### src/rtl/om_blend_select.sv
// Per-channel blend equation select feeding a 2-entry elastic output buffer.
// Buffer state is fully cleared by the asynchronous active-low reset.
module om_blend_select #(
  parameter int TAG_WIDTH = 8
) (
  input  logic                 clk,
  input  logic                 reset,
  input  logic                 valid_in,
  output logic                 ready_in,
  input  logic [2:0]           mode_rgb,
  input  logic [2:0]           mode_a,
  input  logic [31:0]          funcadd_in,
  input  logic [31:0]          min_in,
  input  logic [31:0]          max_in,
  input  logic [31:0]          logic_in,
  input  logic [TAG_WIDTH-1:0] tag_in,
  output logic                 valid_out,
  input  logic                 ready_out,
  output logic [31:0]          color_out,
  output logic [TAG_WIDTH-1:0] tag_out,
  output logic                 mode_err,
  output logic [31:0]          pixel_count
);

  function automatic logic [7:0] pick(
    input logic [2:0] m,
    input logic [7:0] fa,
    input logic [7:0] mn,
    input logic [7:0] mx,
    input logic [7:0] lo
  );
    logic [7:0] r;
    case (m)
      3'd0, 3'd1, 3'd2: r = fa;
      3'd3:             r = mn;
      3'd4:             r = mx;
      3'd5:             r = lo;
      default:          r = 8'h00;
    endcase
    return r;
  endfunction

  logic [31:0]          sel;
  logic [31:0]          buf_color [2];
  logic [TAG_WIDTH-1:0] buf_tag   [2];
  logic                 rd_ptr;
  logic                 wr_ptr;
  logic [1:0]           count;
  logic                 push;
  logic                 pop;
  logic                 bad_mode;

  always_comb begin
    sel = '0;
    for (int i = 0; i < 4; i++) begin
      sel[i*8 +: 8] = pick((i == 3) ? mode_a : mode_rgb,
                           funcadd_in[i*8 +: 8],
                           min_in[i*8 +: 8],
                           max_in[i*8 +: 8],
                           logic_in[i*8 +: 8]);
    end
  end

  // ready_in is derived from registered count only
  assign ready_in  = (count != 2'd2);
  assign valid_out = (count != 2'd0);
  assign color_out = buf_color[rd_ptr];
  assign tag_out   = buf_tag[rd_ptr];

  assign push     = valid_in && ready_in;
  assign pop      = valid_out && ready_out;
  assign bad_mode = (mode_rgb[2:1] == 2'b11) || (mode_a[2:1] == 2'b11);

  always_ff @(posedge clk or negedge reset) begin
    if (!reset) begin
      for (int i = 0; i < 2; i++) begin
        buf_color[i] <= '0;
        buf_tag[i]   <= '0;
      end
      rd_ptr      <= 1'b0;
      wr_ptr      <= 1'b0;
      count       <= 2'd0;
      mode_err    <= 1'b0;
      pixel_count <= '0;
    end else begin
      if (push) begin
        buf_color[wr_ptr] <= sel;
        buf_tag[wr_ptr]   <= tag_in;
        wr_ptr            <= ~wr_ptr;
      end
      if (pop) begin
        rd_ptr      <= ~rd_ptr;
        pixel_count <= pixel_count + 32'd1;
      end
      count <= count + {1'b0, push} - {1'b0, pop};
      if (push && bad_mode) mode_err <= 1'b1;
    end
  end

endmodule

### config.mk
export PLATFORM = sky130hd
export DESIGN_NAME = om_blend_select
export DESIGN_NICKNAME = d
export VERILOG_FILES = /design/src/rtl/om_blend_select.sv
export SDC_FILE = /design/constraint.sdc
export NUM_CORES = 1
export LEC_CHECK = 0
export CELL_PAD_IN_SITES_DETAIL_PLACEMENT = 1
export CELL_PAD_IN_SITES_GLOBAL_PLACEMENT = 2
export CORE_ASPECT_RATIO = 0.6
export CORE_UTILIZATION = 29
export DETAILED_ROUTE_END_ITERATION = 8
export MAX_ROUTING_LAYER = met4
export PLACE_DENSITY = 0.95
export SLEW_MARGIN = 10
export SYNTH_ARGS = -nofsm -noshare
export SYNTH_HDL_FRONTEND = slang
export SYNTH_SLANG_ARGS = --single-unit
### constraint.sdc
create_clock -name clk -period 4.8 [get_ports clk]
set_clock_uncertainty 0.15 [all_clocks]
set_input_delay 1.2 -clock clk [delete_from_list [all_inputs] [get_ports clk]]
set_output_delay 1.2 -clock clk [all_outputs]
set_load 0.05 [all_outputs]
# Word-level counts from Yosys, hierarchy flattened

Cells that the tools add are included.

Register bits: 117
Bits in latches: 0
Memory bits (writable): 0
ROM bits: 0
Output and inout bits: 75
Logic and storage cells: 58
Memories: 0

Add/subtract/negate cells: 3
$mul: 0
Divide/modulo/power cells: 0
Order comparisons: 3
Equality and inequality tests: 13
Shifts and indexed selects: 0
Mux-type cells: 16
Bitwise gates (word level): 4
Reduce and logical (&&, ||, !) cells: 10

Operators with widths:

| operator              | count |
|---|---|
| $mux 32               | 4 |
| $pmux 8 s4            | 4 |
| $bwmux 64             | 1 |
| $add 32x1->32 const B | 1 |
| $demux 32 s1          | 1 |
| $mux 8                | 4 |
| $bwmux 16             | 1 |
| $eq 3x2->1 const B    | 4 |
| $eq 3x3->1 const B    | 4 |
| $demux 8 s1           | 1 |
| $eq 3x1->1 const B    | 2 |
| $logic_not 3->1       | 2 |
| $reduce_or 3->1       | 2 |
| $eq 2x2->1 const B    | 2 |
| $ge 2x2->1 const B    | 2 |
| $logic_and 1x1->1     | 4 |
| $not 1->2             | 2 |
| $add 2x1->2           | 1 |
| $lt 2x1->1 const B    | 1 |
| $ne 2x2->1 const B    | 1 |
| $not 1->1             | 2 |
| $reduce_bool 2->1     | 1 |
| $sub 2x1->2           | 1 |
| $logic_or 1x1->1      | 1 |

# Longest topological paths before layout

Depth after elaboration: 6
Mapped depth: 8
Depth with buffers taken out: 7

# Worst setup path after synthesis

No wires, ideal clock.

Kind: register to output
Start point: register rd_ptr
End point: output color_out[29]
Arrival time: 1.321 ns
Data required time: 3.450 ns
Path slack: 2.129 ns
Cell stages (with the launch flop): 4
Path buffers: 2
Cells stage by stage: dfrtp_1 clkbuf_1 buf_1 mux2_2

Cells in the longest elaborated chain, start to end: 4

Ends and longest elaborated chain:

| item                                       | line | RTL |
|---|---|---|
| start, declared                            | 46   | `logic rd_ptr;` |
| start signal, assigned                     | 92   | `rd_ptr <= ~rd_ptr;` |
| $not 1->2 (implied by the code)            | 67   | `assign color_out = buf_color[rd_ptr];` |
| $mux 32 (implied by the code) (3 in a row) | 67   |  |
| end, declared                              | 19   | `output logic [31:0] color_out,` |

No other way between the ends. The select of a mux whose other input is x is not followed.

# Worst setup path in the final report

Start point: register rd_ptr
End point: output color_out[14]

Same word-level chain as after synthesis.

==> flow_metrics.py <==
metrics = {
    "status": {
        "result_of_the_run": "complete, no violations",
    },
    "detailed_routing": {
        "firstDrtPassIters": 4,
        "route.vias.total": 5751,
        "route.detailed.vias_per_inst": 4.88,
        "post-route-drc-count": 0,
        "wl_per_cell_microns": 18.5,
        "finalWirelength_microns": 21800,
        "drc_violation_total_after_the_first_tritonroute_iteration": 267,
        "final_antenna_net_count": 0,
    },
    "setup_path": {
        "crit_path_max_incr_delay_ns": 0.71,
        "critical_path.slowest_cell": "clkdlybuf4s50_1",
        "r2r_cells": 5,
        "cp.arrival_ns": 2.41,
        "worst-setup-path-type": "reg -> out",
        "path_cells": "buf_4 > mux2_2 > clkdlybuf4s50_1",
        "worst_setup_path_end_kind": "primary output",
        "crit_path_start_kind": "flop",
        "worst-r2r-setup-slack_ns": 2.55,
        "regToRegStartpoint": "count[0]$_DFF_PN0_",
        "worstPathRequired_ns": 3.45,
        "worstPathMaxFanout": 17,
        "regToRegEndpoint": "buf_color[59]$_DFFE_PN0P_",
    },
    "sta": {
        "layout_min_cycle_time_ns": 3.76,
        "drv_slew": 0,
        "setup-violations-final": 0,
        "tightest_slew_ns": 0.949,
        "layout_worst_path_cycle_share": 0.783,
        "timing.slew.headroom": 0.366,
        "achievable-frequency_mhz": 266,
        "rsz0062_at_grt": "false",
        "final.setup.tns_ns": 0,
        "whs_ns": 0.315,
        "postLayoutSetupSlackWorst_ns": 1.04,
        "hold_viol": 0,
    },
    "cells_and_area": {
        "final_net_count": 1035,
        "num_antenna_cells": 0,
        "fin_area_sq_mm": 0.00946,
        "filler_cell_count": 2419,
        "mostFrequentLayoutCells": "217 x clkdlybuf4s50_1, 116 x dfrtp_1, 100 x nor2_1",
        "syn2layout_area_growth_pct": 46.9,
        "utilization": 0.442,
        "proportion_of_layout_cells_with_a_drive_suffix_above_1": 0.106,
        "mostFrequentLayoutCell": "clkdlybuf4s50_1",
    },
    "global_route": {
        "pin_count_of_the_biggest_net_entering_global_routing": 81,
        "globalRouteOverflowTotal": 0,
        "first_global_vias": 6018,
        "globalRouteTotalUtil": 0.203,
        "antenna_found_initial": 0,
        "grt_first_pass_wirelength_microns": 34800,
    },
    "placement": {
        "placement.cell_area_sq_mm": 0.00887,
        "port-buffer-count": 220,
        "place_congestion": 0.807,
        "detailed_place_hpwl_microns": 16000,
        "dp_slack_ns": 1.41,
    },
    "die": {
        "core_sq_mm": 0.0214,
        "design.portCount": 221,
        "die_h_microns": 117,
        "fp.dieArea_sq_mm": 0.0228,
        "fp-row-count": 41,
        "initial_cell_density_of_the_core": 0.301,
        "die_width_microns": 194,
    },
    "min_path": {
        "worst_hold_startpoint": "pixel_count[31]$_DFFE_PN0P_",
        "hold-path-cell-count": 1,
        "holdCritPathClass": "reg -> reg",
        "hold_end": "pixel_count[31]$_DFFE_PN0P_",
    },
    "clocking": {
        "post_cts.repair.setup_buffers": 0,
        "root_buffer": "clkbuf_16",
        "clk-insertion-delay-late_ns": 0.42,
        "clockBufferDepth": 2,
        "cts_inserted_buffers": 17,
        "post_cts_hold_buffer_count": 0,
        "cts-resized-gates": 0,
        "clock_sinks": 117,
        "cts_tree": "yes",
        "cts_max_level": 4,
        "cts.reportedPaths.clkPinSlew_ns": 0.05,
    },
    "power_and_ir_drop": {
        "seq_power_share": 0.280,
        "p_sw_frac": 0.433,
        "power.combinational.fraction": 0.499,
        "vdd_ir_drop_max_v": 0.000505,
        "power.net_switching_w": 0.00252,
        "power_density_mw_per_mm2": 615,
        "clock_power_share": 0.221,
        "p_int_w": 0.00330,
        "p_leak_nw": 3.90,
    },
    "yosys": {
        "synth_seq_area_share": 0.455,
        "synth_seq_cells": 117,
        "syn_nets": 834,
        "post_synth_instance_area_sq_mm": 0.00644,
        "synthesis.instances": 685,
        "yosysWarningCount": 0,
        "synth_cell_types": 39,
        "post_synth.cell_area_avg_sq_um": 9.40,
    },
    "job": {
        "max_cap_viol_count": 0,
    },
}
## per-layer routing
metal / part of all wire / track usage / up-vias
met1: 0.52 / 0.293 / 2828
met4: 0.0082 / 0.0412 / 0
met2: 0.42 / 0.288 / 128
met3: 0.046 / 0.0477 / 17
li1: - / - / 2778
met5: 0 / - / -
## critical path: cells and delay by family (launching register included)
kind	cells	cell delay [ns]
flops	1	0.54
buf+inv	2	1.04
mux	1	0.40
## power by group through the flow
stage                     Clock, W  Sequential [W]  Combinational, W
final                      0.00128         0.00163           0.00290
after global routing       0.00136         0.00169           0.00308
after floorplan                  0         0.00160           0.00195
after global placement           0         0.00164           0.00287
after detailed placement         0         0.00164           0.00292
after CTS                  0.00132         0.00164           0.00294
## worst max path at each step
stage                                   from                         to
after global routing      rd_ptr$_DFFE_PN0P_              color_out[18]
after CTS                 rd_ptr$_DFFE_PN0P_              color_out[18]
after global placement    rd_ptr$_DFFE_PN0P_              color_out[19]
after detailed placement           mode_a[0]  buf_color[31]$_DFFE_PN0P_
final                     rd_ptr$_DFFE_PN0P_              color_out[14]
after floorplan           rd_ptr$_DFFE_PN0P_              color_out[29]
## cells in the mapped netlist (all sizes together)
master	n	area (sq um)
o21bai	1	7.51
nor3	3	31.3
o21ai	33	169
and3	5	31.3
nor2	100	375
a22oi	1	7.51
a211oi	8	60.1
nand3	27	135
a2bb2oi	24	210
inv	2	7.51
mux2i	32	320
nand2	68	255
nand4	13	81.3
nor4	3	33.8
and3b	1	8.76
nand4bb	1	11.3
clkbuf	21	78.8
nor2b	24	150
and4	2	17.5
dfrtp	117	2930
xor2	3	26.3
buf	26	126
xnor2	32	280
ha	3	37.5
mux2	56	631
o2111ai	1	8.76
o211ai	1	7.51
and2	2	12.5
a21oi	64	320
or2	1	6.26
nand2b	10	62.6
## registers in the layout, summed over array words and instances (netlist names)
name         cells
buf_color       64
pixel_count     32
mode_err         1
count            2
rd_ptr           1
wr_ptr           1
buf_tag         16
## final cells by class
type	instances	area, sq um	share of cell area
Multi-Input combinational cell	519	3310	0.350
Sequential cell	117	2930	0.310
Timing Repair Buffer	229	2270	0.240
Clock buffer	21	440	0.0466
Tap cell	279	349	0.0369
Clock inverter	11	153	0.0161
Inverter	2	7.51	0.000794
## through the flow
step                      cells  power, W
after CTS                  1178   0.00590
after global routing       1178   0.00614
after detailed placement   1146   0.00456
after global placement     1146   0.00451
final                      1178   0.00582
after floorplan             685   0.00356
## logic make-up (layout without fill, tap and decap cells)
family	count (synthesis)	in the layout	synth area share
AO/OA/AOI/OAI	133	133	0.123
XOR/XNOR	35	35	0.0476
adder cells (fa/ha/maj)	3	3	0.00583
buffers and inverters	49	263	0.0330
flip-flops	117	117	0.455
multiplexers	88	88	0.148
AND/OR/NAND/NOR	260	260	0.188
(Power assumes the default switching activity.)
